## config.mk

```make
export PLATFORM = sky130hd
export DESIGN_NAME = truth_table_sweeper
export DESIGN_NICKNAME = d
export VERILOG_FILES = /design/src/rtl/truth_table_sweeper_pkg.sv /design/src/rtl/truth_table_sweeper_popcount16.sv /design/src/rtl/truth_table_sweeper.sv
export SDC_FILE = /design/constraint.sdc
export NUM_CORES = 1
export LEC_CHECK = 0
export BUFFER_PORTS_ARGS = -buffer_cell sky130_fd_sc_hd__buf_4
export CORE_MARGIN = 2
export CORE_UTILIZATION = 57
export DETAILED_ROUTE_END_ITERATION = 8
export PLACE_DENSITY = 0.8
export SETUP_SLACK_MARGIN = 0.15
export SLEW_MARGIN = 0
export SYNTH_ARGS = -nofsm -noshare
export SYNTH_HDL_FRONTEND = slang
export SYNTH_SLANG_ARGS = --single-unit
```

## constraint.sdc

```tcl
create_clock -name clk -period 4 [get_ports clk]
set_input_delay 0 -clock clk [delete_from_list [all_inputs] [get_ports clk]]
set_output_delay 0 -clock clk [all_outputs]
set_load 0.01 [all_outputs]
```

## src/rtl/truth_table_sweeper_pkg.sv

```systemverilog
// Shared encodings and widths for the truth-table sweeper.
package truth_table_sweeper_pkg;

   localparam int unsigned VecWidth   = 4;
   localparam int unsigned TableWidth = 16;

   typedef enum logic [1:0] {
      StIdle = 2'd0,
      StRun  = 2'd1,
      StDone = 2'd2
   } state_e;

endpackage

```

## src/rtl/truth_table_sweeper_popcount16.sv

```systemverilog
// Combinational ones count of a 16-bit word (result 0..16).
module popcount16
   import truth_table_sweeper_pkg::*;
(
   input  logic [TableWidth-1:0] value,
   output logic [4:0]            count
);

   always_comb begin
      count = '0;
      for (int i = 0; i < TableWidth; i++) begin
         count = count + 5'(value[i]);
      end
   end

endmodule

```

## src/rtl/truth_table_sweeper.sv

```systemverilog
// Walks a 4-input combinational function through all 16 input vectors and
// captures its truth table, ones count and a pass flag against a reference.
module truth_table_sweeper
   import truth_table_sweeper_pkg::*;
#(
   parameter int unsigned           HOLD_CYCLES = 4,
   parameter logic [TableWidth-1:0] EXPECTED    = 16'h0000
) (
   input  logic                  clk,
   input  logic                  rst,
   input  logic                  start,
   input  logic                  f,
   output logic                  A,
   output logic                  B,
   output logic                  C,
   output logic                  D,
   output logic                  busy,
   output logic                  done,
   output logic                  table_valid,
   output logic [TableWidth-1:0] truth_table,
   output logic [4:0]            ones,
   output logic                  pass
);

   localparam int unsigned CntWidth = (HOLD_CYCLES > 1) ? $clog2(HOLD_CYCLES) : 1;
   localparam logic [CntWidth-1:0] HoldLast = CntWidth'(HOLD_CYCLES - 1);

   state_e                state;
   logic [VecWidth-1:0]   vector;
   logic [CntWidth-1:0]   hold_cnt;
   logic [4:0]            table_ones;

   // Vector register is cleared outside a sweep, so IDLE presents 0.
   assign {A, B, C, D} = vector;

   popcount16 u_popcount (
      .value (truth_table),
      .count (table_ones)
   );

   always_ff @(posedge clk or posedge rst) begin
      if (rst) begin
         state       <= StIdle;
         vector      <= '0;
         hold_cnt    <= '0;
         busy        <= 1'b0;
         done        <= 1'b0;
         table_valid <= 1'b0;
         truth_table <= '0;
         ones        <= '0;
         pass        <= 1'b0;
      end else begin
         case (state)
            StIdle: begin
               if (start) begin
                  state       <= StRun;
                  vector      <= '0;
                  hold_cnt    <= '0;
                  truth_table <= '0;
                  table_valid <= 1'b0;
                  pass        <= 1'b0;
                  busy        <= 1'b1;
               end
            end
            StRun: begin
               if (hold_cnt == HoldLast) begin
                  truth_table[vector] <= f;
                  hold_cnt            <= '0;
                  if (vector == 4'hF) begin
                     state <= StDone;
                     busy  <= 1'b0;
                     done  <= 1'b1;
                  end else begin
                     vector <= vector + 4'd1;
                  end
               end else begin
                  hold_cnt <= hold_cnt + 1'b1;
               end
            end
            StDone: begin
               state       <= StIdle;
               done        <= 1'b0;
               table_valid <= 1'b1;
               ones        <= table_ones;
               pass        <= (truth_table == EXPECTED);
               vector      <= '0;
            end
            default: state <= StIdle;
         endcase
      end
   end

endmodule

```

-- Word level (Yosys, flattened, before mapping)
Cells that the tools add are included.
- register bits after elaboration: 33
- input bits: 4
- logic and storage cells: 77
- $add $sub $neg: 17
- order comparisons: 2
- eq/ne operators: 8
- mux-type cells: 27
- reductions and logical operators: 14
- operators by type and width (cell ; count):
    5-bit by 1-bit adder with 5-bit output ; 14
    16-bit 2-to-1 mux ; 2
    16-bit case mux with 2 select lines ; 1
    16-bit bitwise mux ; 1
    16-bit zero test ; 1
    4-bit 2-to-1 mux ; 3
    4-bit case mux with 3 select lines ; 1
    2-bit 2-to-1 mux ; 5
    3-bit AND reduction ; 3
    2-bit != test, second input constant ; 4
    1-bit case mux with 2 select lines ; 4
    2-bit case mux with 2 select lines ; 2
    4-bit AND reduction ; 2
    1-bit 2-to-1 mux ; 7
    2-bit nonzero test ; 3
    4-bit by 5-bit less-than comparator with 1-bit output, second input constant ; 1
    4-bit by 1-bit adder with 4-bit output, second input constant ; 1
    1-bit demux with 4-bit select ; 1
    2-bit == test, second input constant ; 2
    4-bit == test, second input constant ; 1
    4-bit by 1-bit greater-or-equal comparator with 1-bit output, second input constant ; 1
    2-bit AND reduction ; 2
    3-bit nonzero test ; 1
    1-bit by 1-bit adder with 2-bit output ; 1
    other kinds (4) ; 4

-- Depth between registers and ports, before layout
- depth after elaboration: 15
- mapped depth: 14
- mapped depth without buffers: 14

-- By module
A second synthesis with hierarchy kept.
- cell total of the unflattened synthesis: 218
- area, all modules: 2145.8 µm²
- by module, submodules not included (module ; times used ; cells an instance ; area an instance (µm²) ; sequential area each (µm²)):
    truth_table_sweeper ; 1 ; 171 ; 1737.9 ; 825.8
    popcount16 ; 1 ; 47 ; 407.9 ; 0.0

-- Worst setup path after synthesis
Ideal clock, no wire load.
- path kind: register to register
- start point: register truth_table[0]
- end point: register ones[1]
- setup time: 83 ps
- arrival: 3678 ps
- path slack: 239 ps
- cell stages (with the launch flop): 13
- clock period less this slack: 3761 ps
- cell sequence: dfrtp_1 > inv_1 > ha_1 > inv_1 > fa_1 > fa_1 > fa_1 > fa_1 > inv_1 > fa_1 > inv_1 > fa_1 > o21ai_0
- longest elaborated chain between the ends: 15
- RTL lines (item ; line ; text):
    start, declared ; truth_table_sweeper.sv:20 ; output logic [TableWidth-1:0] truth_table,
    start signal, assigned ; truth_table_sweeper.sv:49 ; truth_table <= '0;
    start signal, assigned ; truth_table_sweeper.sv:59 ; truth_table <= '0;
    start signal, assigned by index ; truth_table_sweeper.sv:67 ; truth_table[vector] <= f;
    1-bit by 1-bit adder with 2-bit output ; truth_table_sweeper_popcount16.sv:12 ; count = count + 5'(value[i]);
    5-bit by 1-bit adder with 5-bit output (14 in a row) ; truth_table_sweeper_popcount16.sv:12 ;
    end signal, assigned ; truth_table_sweeper.sv:84 ; ones <= table_ones;
    end, declared ; truth_table_sweeper.sv:21 ; output logic [4:0] ones,
No other way between the ends.
A chain may end at the register's enable or synchronous reset.

-- Worst setup path after layout
- start point: register truth_table[1]
- end point: register ones[3]
Same word-level chain as after synthesis.

==> run summary <==
* 0 — GRT Residual Overflow
* 50.2% — worst slew slack as a fraction of its limit
* 0 ps — Total Neg Setup Slack
* 0 — warning count from the yosys run
* 274 — total number of nets in the final design
* sky130_fd_sc_hd__fa_1 — slowest stage cell, crit path
* 0.00431 mm2 — area enclosed by the die boundary
* flip-flop — Critical Path End Type
* 4 — buffering stage count on the worst path with inverters included
* 44 — count of different cell masters after synthesis
* 105 — Iter 0 DRT Violations
* 2 — Clock Tree Buf Depth
* 38.1% — sequential-to-total area share from yosys stat
* 520 ps — Max stage delay on crit path
* 285 — Placed Cells
* sky130_fd_sc_hd__buf_4 — most common library cell in the layout ignoring fill and taps
* 22 — number of rows in the core area
* 34 — pin count of the biggest net entering global routing
* sky130_fd_sc_hd__clkbuf_8 — CTS Root Cell
* 297 — fin cells
* 290 ps — latest clock arrival within the worst-skew pair
* 4930 um — overall routed net length
* 733 ps — slew at the pin closest to its max-slew limit
* 0 — number of max-cap violations
* adder cells — CP top delay family
* flip-flop — CP Launch Type
* 33 — clock sink total
* 65.7 um — Die Width
* 3500 um — DPL Wire Length
* 33 — FF+latch count, synth
* 0 — residual DRC count
* 5.37 ps — skew final
* sky130_fd_sc_hd__dfrtp_1 — prevailing post-synth register cell
* 8310 um — global-route wire length before repair
* 3760 ps — crit path time final
* 214 — gate count of the mapped netlist
* 0.00217 mm2 — area of the mapped netlist
* 65.7 um — Die Y-Extent
* 0 — EDFF count, synth
* inv_2 > ha_1 > inv_2 > fa_1 > fa_1 > fa_1 > fa_1 > inv_1 > fa_2 > buf_4 > a21oi_1 > or4_1 > nand3_1 — CP Cell Sequence
* 0 — number of hold-slack violations in the final timing report
* complete, no violations — result of the run
* 0 — diodes inserted
* reg2reg — worst setup path category
* 16.6 um — routed length per placed instance
* 0 — antenna violations before repair
* sky130_fd_sc_hd__buf_4, sky130_fd_sc_hd__dfrtp_1, sky130_fd_sc_hd__inv_1 — commonest cells after routing, fill and taps aside
* 1,781 — number of vias after detailed routing
* sky130_fd_sc_hd__fa_1 — cell seen most often among critical-path stages
* 32 — Port Buf Inserts
* 2 — number of H-tree levels
* 0.828 — routability-driven placement congestion ratio
* 0 — remaining number of nets flagged by the antenna check after routing
* 1,688 — number of global-route vias before repair
* 6.00 — vias per std cell
* no — setup repair after global routing missed its margin
* in2reg — class of the tightest hold or removal check
* 59.2% — starting utilization of the core area
* 4170 ps — required arrival time at the worst endpoint
* built — clock tree from TritonCTS
* 25.8% — global-route total usage across every layer
* 0 — Final Max Tran Viols
* 3930 ps — Arrival @ worst endpoint
* 3 — CP max FO
* 266 MHz — Achievable Freq
* 100% — proportion of synthesized flip-flops having asynchronous set or reset
* 240 — post-synthesis net count
* 0 — final setup violation count
* 94.0% — fin crit share
* 33 — number of top-level pins
* 10.1 um2 — average instance area after synthesis
* 19.6% — Area growth syn-to-layout
* 5 — TritonCTS buffer count
* 0.00366 mm2 — core outline area
* 4 — TritonRoute pass-1 iters
* 26.5% — share of layout cells above drive strength 1
* 70 ps — CTS clock-pin slew for the worst setup and hold paths
-- per-layer routing --
metal  up-vias  GRT usage [%]  part of all wire, %
met1       886           37.3                   47
met5         -              0                    0
met4         0           9.11                  2.2
li1        836              -                    -
met2        50           38.4                   46
met3         9           5.65                  4.6
-- cell usage after synthesis (2+ instances only) --
cell type                   n  area (um2)
sky130_fd_sc_hd__clkbuf_1   2        7.51
sky130_fd_sc_hd__o22ai_1   16         100
sky130_fd_sc_hd__fa_1      10         200
sky130_fd_sc_hd__nand2_1   13        48.8
sky130_fd_sc_hd__nor4b_1    2        17.5
sky130_fd_sc_hd__dfrtp_1   33         826
sky130_fd_sc_hd__and4b_1    2        20.0
sky130_fd_sc_hd__inv_1     32         120
sky130_fd_sc_hd__nand2b_1   5        31.3
sky130_fd_sc_hd__or4_1      3        22.5
sky130_fd_sc_hd__a31oi_1    2        12.5
sky130_fd_sc_hd__o21ai_0    8        40.0
sky130_fd_sc_hd__o211ai_1   3        22.5
sky130_fd_sc_hd__a211oi_1   7        52.6
sky130_fd_sc_hd__nand3_1    5        25.0
sky130_fd_sc_hd__nand3b_1   8        60.1
sky130_fd_sc_hd__or3b_1     3        26.3
sky130_fd_sc_hd__nor4bb_1   2        20.0
sky130_fd_sc_hd__a32o_1     2        20.0
sky130_fd_sc_hd__a21oi_1    4        20.0
sky130_fd_sc_hd__a211oi_2   9         113
sky130_fd_sc_hd__o21ai_1    2        10.0
sky130_fd_sc_hd__ha_1      12         150
sky130_fd_sc_hd__buf_2      9        45.0
-- registers in the layout (all words and copies together) (netlist names) --
register,cells
truth_table,16
ones,5
vector,4
hold_cnt,2
state,2
busy,1
done,1
pass,1
table_valid,1
-- cell type report --
| class | count | area, um2 |
|---|---|---|
| flip-flops and latches | 33 | 826 |
| fillers | 289 | 1070 |
| inverters | 32 | 120 |
| multi-input cells | 136 | 1170 |
| repair buffers | 40 | 303 |
| clock inverters | 1 | 30.0 |
| well taps | 48 | 60.1 |
| clock buffers | 7 | 86.3 |
-- through the flow --
stage / setup slack [ps] / utilization (%) / hold slack, ps / cell area, um2
after floorplan: 239 / - / 129 / 2170
after global placement: 241 / 66.5 / 116 / 2430
after detailed placement: 171 / 66.5 / 136 / 2430
after CTS: 158 / 69.9 / 44.5 / 2560
after global routing: 145 / 70.8 / 75.2 / 2590
final: 239 / 70.8 / 42.3 / 2590
-- worst register-to-register path, delay by kind of cell, from the launching register on --
family	cells	cell delay, ps
AOI/OAI and AO/OA	1	220
adders and majority gates	6	2540
buffers and inverters	4	290
DFF	1	380
and+or+nand+nor	2	220
-- what timing repair did --
item	in CTS	in global routing
gates resized for setup	0	10
setup endpoints to repair	0	4
hold endpoints to repair	33	0
hold buffers	1	0
setup buffers	0	3
-- logic make-up (layout without fill, tap and decap cells) --
group / Yosys count / after routing / synth area share (%)
flops: 33 / 33 / 38.1
compound gates: 59 / 59 / 20.4
buf+inv: 45 / 80 / 8.66
xor+xnor: 1 / 1 / 0.404
simple gates: 52 / 52 / 15.2
mux: 2 / 2 / 0.982
fa+ha+maj: 22 / 22 / 16.2
-- final timing paths --
check	from	cells after the start	slack [ps]	to
hold reg to reg	ones[1]$_DFFE_PP0P_	2	490	ones[1]$_DFFE_PP0P_
max in group asynchronous	rst	4	3330	truth_table[11]$_DFFE_PP0P_
hold / removal	start	3	40	busy$_DFFE_PP0P_
min in group asynchronous	rst	4	350	done$_DFFE_PP0P_
setup reg to reg	truth_table[1]$_DFFE_PP0P_	13	240	ones[3]$_DFFE_PP0P_
setup / recovery	truth_table[1]$_DFFE_PP0P_	13	240	ones[3]$_DFFE_PP0P_
Power is left out: the tool's default activity adds up to more than one toggle a clock period on the data nets, which glitch-free logic cannot reach.
